===== src/rtl/dac_wave_gen.sv =====
// dac_wave_gen: sawtooth-up/down, triangle and square DAC code generator with programmable step and update period.
// Optional build macro DAC_WAVE_SYNC_EN adds sync_in, an in-place restart of the waveform while running.
module dac_wave_gen #(
    parameter int DATA_W = 10,
    parameter int DIV_W  = 20
) (
    input  logic              s_clk,
    input  logic              s_rst_n,
    input  logic              en,
    input  logic [1:0]        mode,
    input  logic [DIV_W-1:0]  step_div,
    input  logic [DATA_W-1:0] step_size,
`ifdef DAC_WAVE_SYNC_EN
    input  logic              sync_in,
`endif
    output logic [DATA_W-1:0] dac_data,
    output logic              dac_vld,
    output logic              cycle_done,
    output logic              busy,
    output logic [1:0]        state_dbg
);

    // dac_vld is a one-cycle strobe with no backpressure: the DAC must accept
    // dac_data on every cycle where dac_vld is high; cycle_done only ever
    // rises together with dac_vld.
    typedef enum logic [1:0] {
        ST_IDLE = 2'd0,
        ST_LOAD = 2'd1,
        ST_RUN  = 2'd2
    } state_t;

    localparam logic [1:0]        M_SAW_UP = 2'd0;
    localparam logic [1:0]        M_SAW_DN = 2'd1;
    localparam logic [1:0]        M_TRI    = 2'd2;
    localparam logic [DATA_W-1:0] MAX      = {DATA_W{1'b1}};

    state_t              state_q, state_d;
    logic [DATA_W-1:0]   data_q, data_d;
    logic [DATA_W-1:0]   phase_q, phase_d;
    logic [DIV_W-1:0]    div_q, div_d;
    logic                dir_q, dir_d;          // 0 = up, 1 = down
    logic [1:0]          sh_mode_q, sh_mode_d;
    logic [DIV_W-1:0]    sh_div_q, sh_div_d;
    logic [DATA_W-1:0]   sh_step_q, sh_step_d;
    logic                vld_q, vld_d;
    logic                done_q, done_d;

    logic                sync_req;
    logic                tick;
    logic [DATA_W:0]     sum;
    logic [DATA_W:0]     diff;
    logic [DATA_W:0]     phase_sum;
    logic [DATA_W-1:0]   wave_data;
    logic [DATA_W-1:0]   wave_phase;
    logic                wave_dir;
    logic                wave_done;

`ifdef DAC_WAVE_SYNC_EN
    assign sync_req = sync_in;
`else
    assign sync_req = 1'b0;
`endif

    // One extra MSB on each operation carries the wrap (carry/borrow) bit.
    assign tick      = (div_q == sh_div_q);
    assign sum       = {1'b0, data_q} + {1'b0, sh_step_q};
    assign diff      = {1'b0, data_q} - {1'b0, sh_step_q};
    assign phase_sum = {1'b0, phase_q} + {1'b0, sh_step_q};

    // Waveform value the next tick would produce.
    always_comb begin
        wave_data  = data_q;
        wave_phase = phase_q;
        wave_dir   = dir_q;
        wave_done  = 1'b0;
        case (sh_mode_q)
            M_SAW_UP: begin
                wave_data = sum[DATA_W-1:0];
                wave_done = sum[DATA_W];
            end
            M_SAW_DN: begin
                wave_data = diff[DATA_W-1:0];
                wave_done = diff[DATA_W];
            end
            M_TRI: begin
                if (!dir_q) begin
                    if (data_q > (MAX - sh_step_q)) begin
                        wave_data = MAX;
                        wave_dir  = 1'b1;
                    end else begin
                        wave_data = sum[DATA_W-1:0];
                    end
                end else begin
                    if (data_q < sh_step_q) begin
                        wave_data = '0;
                        wave_dir  = 1'b0;
                        wave_done = 1'b1;
                    end else begin
                        wave_data = diff[DATA_W-1:0];
                    end
                end
            end
            default: begin
                wave_phase = phase_sum[DATA_W-1:0];
                if (phase_sum[DATA_W]) begin
                    wave_data = (data_q == MAX) ? '0 : MAX;
                    wave_done = (data_q == MAX);
                end
            end
        endcase
    end

    always_comb begin
        state_d   = state_q;
        data_d    = data_q;
        phase_d   = phase_q;
        div_d     = div_q;
        dir_d     = dir_q;
        sh_mode_d = sh_mode_q;
        sh_div_d  = sh_div_q;
        sh_step_d = sh_step_q;
        vld_d     = 1'b0;
        done_d    = 1'b0;
        if (!en) begin
            state_d = ST_IDLE;
            data_d  = '0;
            phase_d = '0;
            div_d   = '0;
            dir_d   = 1'b0;
        end else begin
            case (state_q)
                ST_IDLE: state_d = ST_LOAD;
                ST_LOAD: begin
                    state_d   = ST_RUN;
                    sh_mode_d = mode;
                    sh_div_d  = step_div;
                    sh_step_d = step_size;
                    div_d     = '0;
                    phase_d   = '0;
                    dir_d     = 1'b0;
                    data_d    = (mode == M_SAW_DN) ? MAX : '0;
                end
                ST_RUN: begin
                    if (sync_req) begin
                        // In-place restart: keeps sh_mode, reloads step and period.
                        sh_div_d  = step_div;
                        sh_step_d = step_size;
                        div_d     = '0;
                        phase_d   = '0;
                        dir_d     = 1'b0;
                        data_d    = (sh_mode_q == M_SAW_DN) ? MAX : '0;
                    end else if (tick) begin
                        div_d   = '0;
                        data_d  = wave_data;
                        phase_d = wave_phase;
                        dir_d   = wave_dir;
                        vld_d   = 1'b1;
                        done_d  = wave_done;
                        if (wave_done) begin
                            sh_div_d  = step_div;
                            sh_step_d = step_size;
                        end
                    end else begin
                        div_d = div_q + DIV_W'(1);
                    end
                end
                default: state_d = ST_IDLE;
            endcase
        end
    end

    always_ff @(posedge s_clk or negedge s_rst_n) begin
        if (!s_rst_n) begin
            state_q   <= ST_IDLE;
            data_q    <= '0;
            phase_q   <= '0;
            div_q     <= '0;
            dir_q     <= 1'b0;
            sh_mode_q <= '0;
            sh_div_q  <= '0;
            sh_step_q <= '0;
            vld_q     <= 1'b0;
            done_q    <= 1'b0;
        end else begin
            state_q   <= state_d;
            data_q    <= data_d;
            phase_q   <= phase_d;
            div_q     <= div_d;
            dir_q     <= dir_d;
            sh_mode_q <= sh_mode_d;
            sh_div_q  <= sh_div_d;
            sh_step_q <= sh_step_d;
            vld_q     <= vld_d;
            done_q    <= done_d;
        end
    end

    assign dac_data   = data_q;
    assign dac_vld    = vld_q;
    assign cycle_done = done_q;
    assign busy       = (state_q != ST_IDLE);
    assign state_dbg  = state_q;

endmodule


===== config.mk =====
export PLATFORM = sky130hd
export DESIGN_NAME = dac_wave_gen
export DESIGN_NICKNAME = d
export VERILOG_FILES = /design/src/rtl/dac_wave_gen.sv
export SDC_FILE = /design/constraint.sdc
export NUM_CORES = 1
export LEC_CHECK = 0
export BUFFER_PORTS_ARGS = -buffer_cell sky130_fd_sc_hd__buf_2
export CAP_MARGIN = 10
export CORE_AREA = 3 3 95 97
export DETAILED_ROUTE_END_ITERATION = 10
export DIE_AREA = 0 0 98 100
export GPL_TIMING_DRIVEN = 1
export HOLD_SLACK_MARGIN = 0.1
export PLACE_DENSITY = 0.9
export SETUP_SLACK_MARGIN = 0.4
export SLEW_MARGIN = 20
export SYNTH_ARGS = -nofsm -noshare
export SYNTH_HDL_FRONTEND = slang
export SYNTH_SLANG_ARGS = --single-unit

===== constraint.sdc =====
create_clock -name s_clk -period 8.3 [get_ports s_clk]
set_clock_uncertainty 0.1 [all_clocks]
set_input_delay 2.49 -clock s_clk [delete_from_list [all_inputs] [get_ports s_clk]]
set_output_delay 2.49 -clock s_clk [all_outputs]
set_load 0.02 [all_outputs]

==> results of run 1 <==
[final timing paths]
path | depth (start not counted) | startpoint | to | slack (ns)
setup / recovery | 8 | en | dac_data[1] | 3.30
hold / removal | 1 | phase_q[8] | phase_q[8] | 0.43
setup reg to reg | 11 | dac_data[0] | sh_div_q[4] | 4.42
hold reg to reg | 1 | phase_q[8] | phase_q[8] | 0.43
max in group asynchronous | 1 | s_rst_n | sh_step_q[1] | 5.32
min in group asynchronous | 1 | s_rst_n | sh_div_q[16] | 2.17
[routing by layer]
metal / global-route usage [%] / vias to the layer above / part of all wire, %
met5: 0 / - / 0
met4: 12.8 / 0 / 4.0
met3: 6.88 / 66 / 9.0
met2: 47.4 / 254 / 47
met1: 37.9 / 2240 / 40
li1: - / 2113 / -
[critical path: cells and delay by family]
| family | cells | cell delay [ns] |
|---|---|---|
| buffers and inverters | 2 | 0.34 |
| AO/OA/AOI/OAI | 3 | 1.34 |
| AND/OR/NAND/NOR | 3 | 1.00 |
[per-stage QoR]
stage                     util [%]  instances  total power, mW  setup slack, ns  hold WS (ns)
after floorplan                  -        556             1.24             4.21         0.380
after global placement        68.6        692             1.44             3.31         0.396
after detailed placement      68.6        692             1.48             3.01         0.403
after CTS                     70.9        708             1.78             3.40         0.427
after global routing          71.4        709             1.93             3.12         0.442
final                         71.4        709             1.82             3.30         0.429
[cell families (layout without fill, tap and decap cells)]
| logic type | Yosys count | after routing | share of synthesized area [%] |
|---|---|---|---|
| xor gates and xnor gates | 46 | 46 | 7.55 |
| AOI/OAI and AO/OA | 145 | 145 | 19.5 |
| and+or+nand+nor | 162 | 162 | 15.7 |
| adders and majority gates | 39 | 39 | 9.57 |
| muxes | 35 | 35 | 7.32 |
| buffers and inverters | 52 | 100 | 4.25 |
| DFF | 77 | 77 | 36.1 |
[synthesized netlist by cell type, types with 5 or more instances]
master     n  area [µm²]
nor4_1     6        37.5
ha_1      36         450
inv_1     34         128
dfrtp_1   77        1930
mux2_2    32         360
xor2_1    29         254
a21oi_1   26         130
nor3_1    10        50.1
a211oi_1   6        45.0
nand4_1    6        37.5
nand3_1   12        60.1
nand3b_1   5        37.5
a21o_1     5        37.5
or3_1      9        56.3
nand2b_1  10        62.6
o21ai_0   33         165
nor2b_1   10        62.6
and2_1     5        31.3
nor2_1    43         161
buf_2      6        30.0
a22o_1    19         166
xnor2_1   17         149
clkbuf_1   8        30.0
o31ai_1    6        45.0
and3_1     6        37.5
nand2_1   28         105
[cell type report]
| class | count | share of cell area, % |
|---|---|---|
| well taps | 105 | 2.24 |
| inverters | 34 | 2.17 |
| repair buffers | 50 | 4.69 |
| multi-input cells | 427 | 54.7 |
| clock buffers | 10 | 2.17 |
| clock inverters | 6 | 1.17 |
| flip-flops and latches | 77 | 32.8 |
[registers in the layout, summed over array words and instances, names as in the netlist]
signal and count:
dac_vld 1, sh_div_q 20, dac_data 10, cycle_done 1
sh_step_q 10, state_dbg 2, dir_q 1, phase_q 10
div_q 20, sh_mode_q 2
[where the power goes]
part           leakage (nW)  switching (mW)  internal (mW)
Clock                0.0973           0.151          0.141
Combinational          1.69           0.569          0.383
Sequential            0.996           0.115          0.463
==> results.cfg, run 1 <==
[global_route]
grt.total_usage_pct = 29.3
grt_overflow = 0
antenna_found_initial = 0
grt_pass1_wl_um = 22900
grt_pass1_vias = 4533
grt_max_degree = 78

[critical_path]
cp_data_required_time_ns = 8.49
critPathKind = in -> reg
crit_path_top_delay_cell = o22ai_2
endpoint_kind = flip-flop
worstPathArrival_ns = 5.19
crit_fanout = 19
path_cells = buf_2 > inv_1 > or2_0 > nand3_1 > o22ai_2 > o41ai_4 > nor2_1 > a22o_1
startpoint_type = primary input
worst_path_largest_cell_delay_ns = 0.74

[clock_network]
cts_buffers = 9
post_cts_buffers = 0
cts_tree = done
cts_root_buf = clkbuf_8
cts-resized-gates = 0
path_clk_slew_ns = 0.08
holdBufCountCts = 0
clk_latency_ns = 0.36
cts_num_sinks = 77
clock_path_buffers = 2
htreeDepth = 3

[drt]
ant_nets = 0
drc = 0
avgViaCountPerCell = 6.59
wl_um = 14200
drtIter0Drc = 531
wl_per_cell_um = 20.0
vias = 4673
first_pass_iters = 6

[floorplanning]
die_h_um = 100
pin_count = 50
die-area_mm2 = 0.00980
die_w_um = 98
rows = 33
core_mm2 = 0.00822
initial_core_util_pct = 64.9

[yosys]
ys.flop_type = dfrtp_1
ys_ff_latch = 77
synth_edf_count = 0
synthCells = 556
syn_nets = 630
async_flop_share_pct = 100
syn_area_mm2 = 0.00533
yosys_warnings = 0
yosysSeqAreaShare_pct = 36.1
synth.avg_cell_area_um2 = 9.59
synth_cell_type_count = 66

[cells_and_area]
final_cell_mix = dfrtp_1, buf_2, nor2_1
layout_commonest_cell = dfrtp_1
nFillCells = 546
multiInputGateArea_mm2 = 0.00321
regArea_mm2 = 0.00193
n_antenna_cell = 0
drive_above_1_share_pct = 18.0
syn2layout_area_growth_pct = 10.0
final_nets = 673
fin_area_mm2 = 0.00587

[timing]
finalSetupTns_ns = 0
setup_viol = 0
rsz0062_at_grt = false
drv_slew = 0
fin_crit_sh_pct = 60.2
final_hold_viol_count = 0
period_minus_slack_ns = 5.00
worst_pin_slew_ns = 1.01
fmax_ghz = 0.200
relSlewSlack_pct = 31.8

[placed_design]
place_congestion = 0.997
place_area_mm2 = 0.00563
dp_hpwl_um = 10000
port_buffers = 49

[pwr]
vdd_drop_max_mv = 0.186
p_leak_nw = 2.78
powerDensity_mw_per_mm2 = 310

[run]
max_cap_violations = 0

[outcome]
status = completed

[hold_path]
hold_path.class = reg -> reg
No activity file was read; power rests on OpenSTA's default activity.
==> run 2: changes to the inputs <==
--- a/config.mk
+++ b/config.mk
@@ -7,12 +7,12 @@
 export LEC_CHECK = 0
 export BUFFER_PORTS_ARGS = -buffer_cell sky130_fd_sc_hd__buf_2
 export CAP_MARGIN = 10
-export CORE_AREA = 3 3 95 97
+export CORE_AREA = 3 3 99 101
 export DETAILED_ROUTE_END_ITERATION = 10
-export DIE_AREA = 0 0 98 100
+export DIE_AREA = 0 0 102 104
 export GPL_TIMING_DRIVEN = 1
 export HOLD_SLACK_MARGIN = 0.1
-export PLACE_DENSITY = 0.9
+export PLACE_DENSITY = 0.84
 export SETUP_SLACK_MARGIN = 0.4
 export SLEW_MARGIN = 20
 export SYNTH_ARGS = -nofsm -noshare
==> constraint.sdc (replaced) <==
create_clock -name s_clk -period 5.16 [get_ports s_clk]
set_clock_uncertainty 0.1 [all_clocks]
set_input_delay 1.548 -clock s_clk [delete_from_list [all_inputs] [get_ports s_clk]]
set_output_delay 1.548 -clock s_clk [all_outputs]
set_load 0.02 [all_outputs]
==> results.cfg, run 2 (synthesis gave the netlist of run 1 again) <==
[outcome]
status = completed

[critical_path]
critPathKind = reg -> reg
rrSetupSlack_ns = 1.53
worst_path_largest_cell_delay_ns = 0.43
r2r_cells = 10
path_cells = ha_1 > fa_1 > nor2b_1 > o221ai_1 > nand2_1 > a221o_1 > a211o_1 > a41oi_4 > buf_4 > mux2_2
worstPathArrival_ns = 3.78
cp_data_required_time_ns = 5.30
crit_path_top_delay_cell = dfrtp_1
worst-path-stages = 10
crit_fanout = 24
endpoint = sh_div_q[11]
startpoint_type = flip-flop
rr_endpoint = sh_div_q[11]
endpoint_kind = flip-flop
cp-startpoint = dac_data[0]
r2r_start = dac_data[0]
crit_family = compound AO/OA/AOI/OAI gates
crit_buf_inv = 1

[pwr]
p_leak_nw = 2.77
powerDensity_mw_per_mm2 = 488
combPwrFrac_pct = 53.2
p_int_mw = 1.54
vdd_drop_max_mv = 0.266
power.switching_mw = 1.31
pwr-share-seq_pct = 32.0
pwr-share-clk_pct = 14.8
p_sw_share_pct = 46.0

[floorplanning]
die_w_um = 102
pin_count = 50
rows = 35
core_mm2 = 0.00911
die_h_um = 104
initial_core_util_pct = 58.6
die-area_mm2 = 0.0106

[clock_network]
cts-resized-gates = 0
cts_num_sinks = 77
htreeDepth = 3
cts_tree = done
cts_buffers = 9
clk_latency_ns = 0.36
path_clk_slew_ns = 0.08
post_cts_buffers = 0
holdBufCountCts = 0
clock_path_buffers = 2
cts_root_buf = clkbuf_8

[global_route]
grt_pass1_wl_um = 21900
grt_overflow = 0
grt.total_usage_pct = 26.0
grt_pass1_vias = 4455
antenna_found_initial = 0
grt_max_degree = 78

[hold_path]
min_from = phase_q[2]
hold_path.class = reg -> reg

[cells_and_area]
final_cell_mix = dfrtp_1, buf_2, nor2_1
nFillCells = 726
final_nets = 674
syn2layout_area_growth_pct = 9.62
layout_commonest_cell = dfrtp_1
drive_above_1_share_pct = 18.3
stdcell_count = 716
reg_top3 = div_q x20, sh_div_q x20
n_antenna_cell = 0

[timing]
relSlewSlack_pct = 34.2
fin_crit_sh_pct = 70.4
rsz0062_at_grt = false
setup_viol = 0
fmax_ghz = 0.275
finalSetupTns_ns = 0
drv_slew = 0
worst_pin_slew_ns = 0.963
period_minus_slack_ns = 3.63
final_hold_viol_count = 0

[drt]
vias = 4513
drtIter0Drc = 313
wl_um = 13400
wl_per_cell_um = 18.7
ant_nets = 0
drc = 0
avgViaCountPerCell = 6.30
first_pass_iters = 5

[placed_design]
dp_cells = 700
place_congestion = 0.954
port_buffers = 49
dp_hpwl_um = 10100

[run]
max_cap_violations = 0
## run 2: cell count changes in the layout (fill, tap and decap cells not counted)
cell and change:
bufinv_16 -1, clkbuf_1 -1, inv_6 +1, a2111oi_0 +1
buf_16 -1, a2111oi_1 -1, buf_4 +2, clkinv_4 +1
## run 2: stage by stage
step / util, % / instance area, µm² / power (mW) / hold WS (ns) / setup slack, ns
after detailed placement: 62.1 / 5660 / 2.40 / 0.400 / 1.31
final: 64.2 / 5850 / 2.86 / 0.423 / 1.53
after CTS: 64.1 / 5840 / 2.82 / 0.425 / 1.42
after global placement: 62.1 / 5660 / 2.34 / 0.397 / 1.31
after floorplan: - / 5330 / 2.00 / 0.380 / 2.01
after global routing: 64.2 / 5850 / 3.05 / 0.438 / 1.29
## run 2: cell type report
class | instances | area (µm²) | share of cell area (%)
multi-input cells | 427 | 3210 | 54.9
flip-flops and latches | 77 | 1930 | 33.0
repair buffers | 51 | 263 | 4.49
well taps | 111 | 139 | 2.38
inverters | 34 | 128 | 2.18
clock buffers | 9 | 124 | 2.12
clock inverters | 7 | 56.3 | 0.963
## run 2: power groups by stage
stage               Sequential, mW  Clock (mW)  Combinational (mW)
floorplan                    0.894           0                1.10
global placement             0.911           0                1.43
detailed placement           0.922           0                1.47
CTS                          0.910       0.429                1.49
global route                 0.932       0.455                1.67
finish                       0.913       0.424                1.52
## run 2: how the worst min path moves through the flow
stage                            end  slack [ns]  depth (start not counted)
after floorplan           phase_q[0]        0.38                          1
after global placement    phase_q[9]        0.40                          1
after detailed placement  phase_q[2]        0.40                          1
after CTS                 phase_q[9]        0.43                          1
after global routing      phase_q[2]        0.44                          1
final                     phase_q[2]        0.42                          1
## run 2: routing by layer
metal  routed length [µm]  GRT usage [%]  vias up  share of wire, %
met5                    0              0        -                 0
met4                  288           8.43        0               2.2
met3                  876           4.49       27               6.5
met2                 6480           40.9      164                48
met1                 5750           36.3     2204                43
li1                     -              -     2118                 -
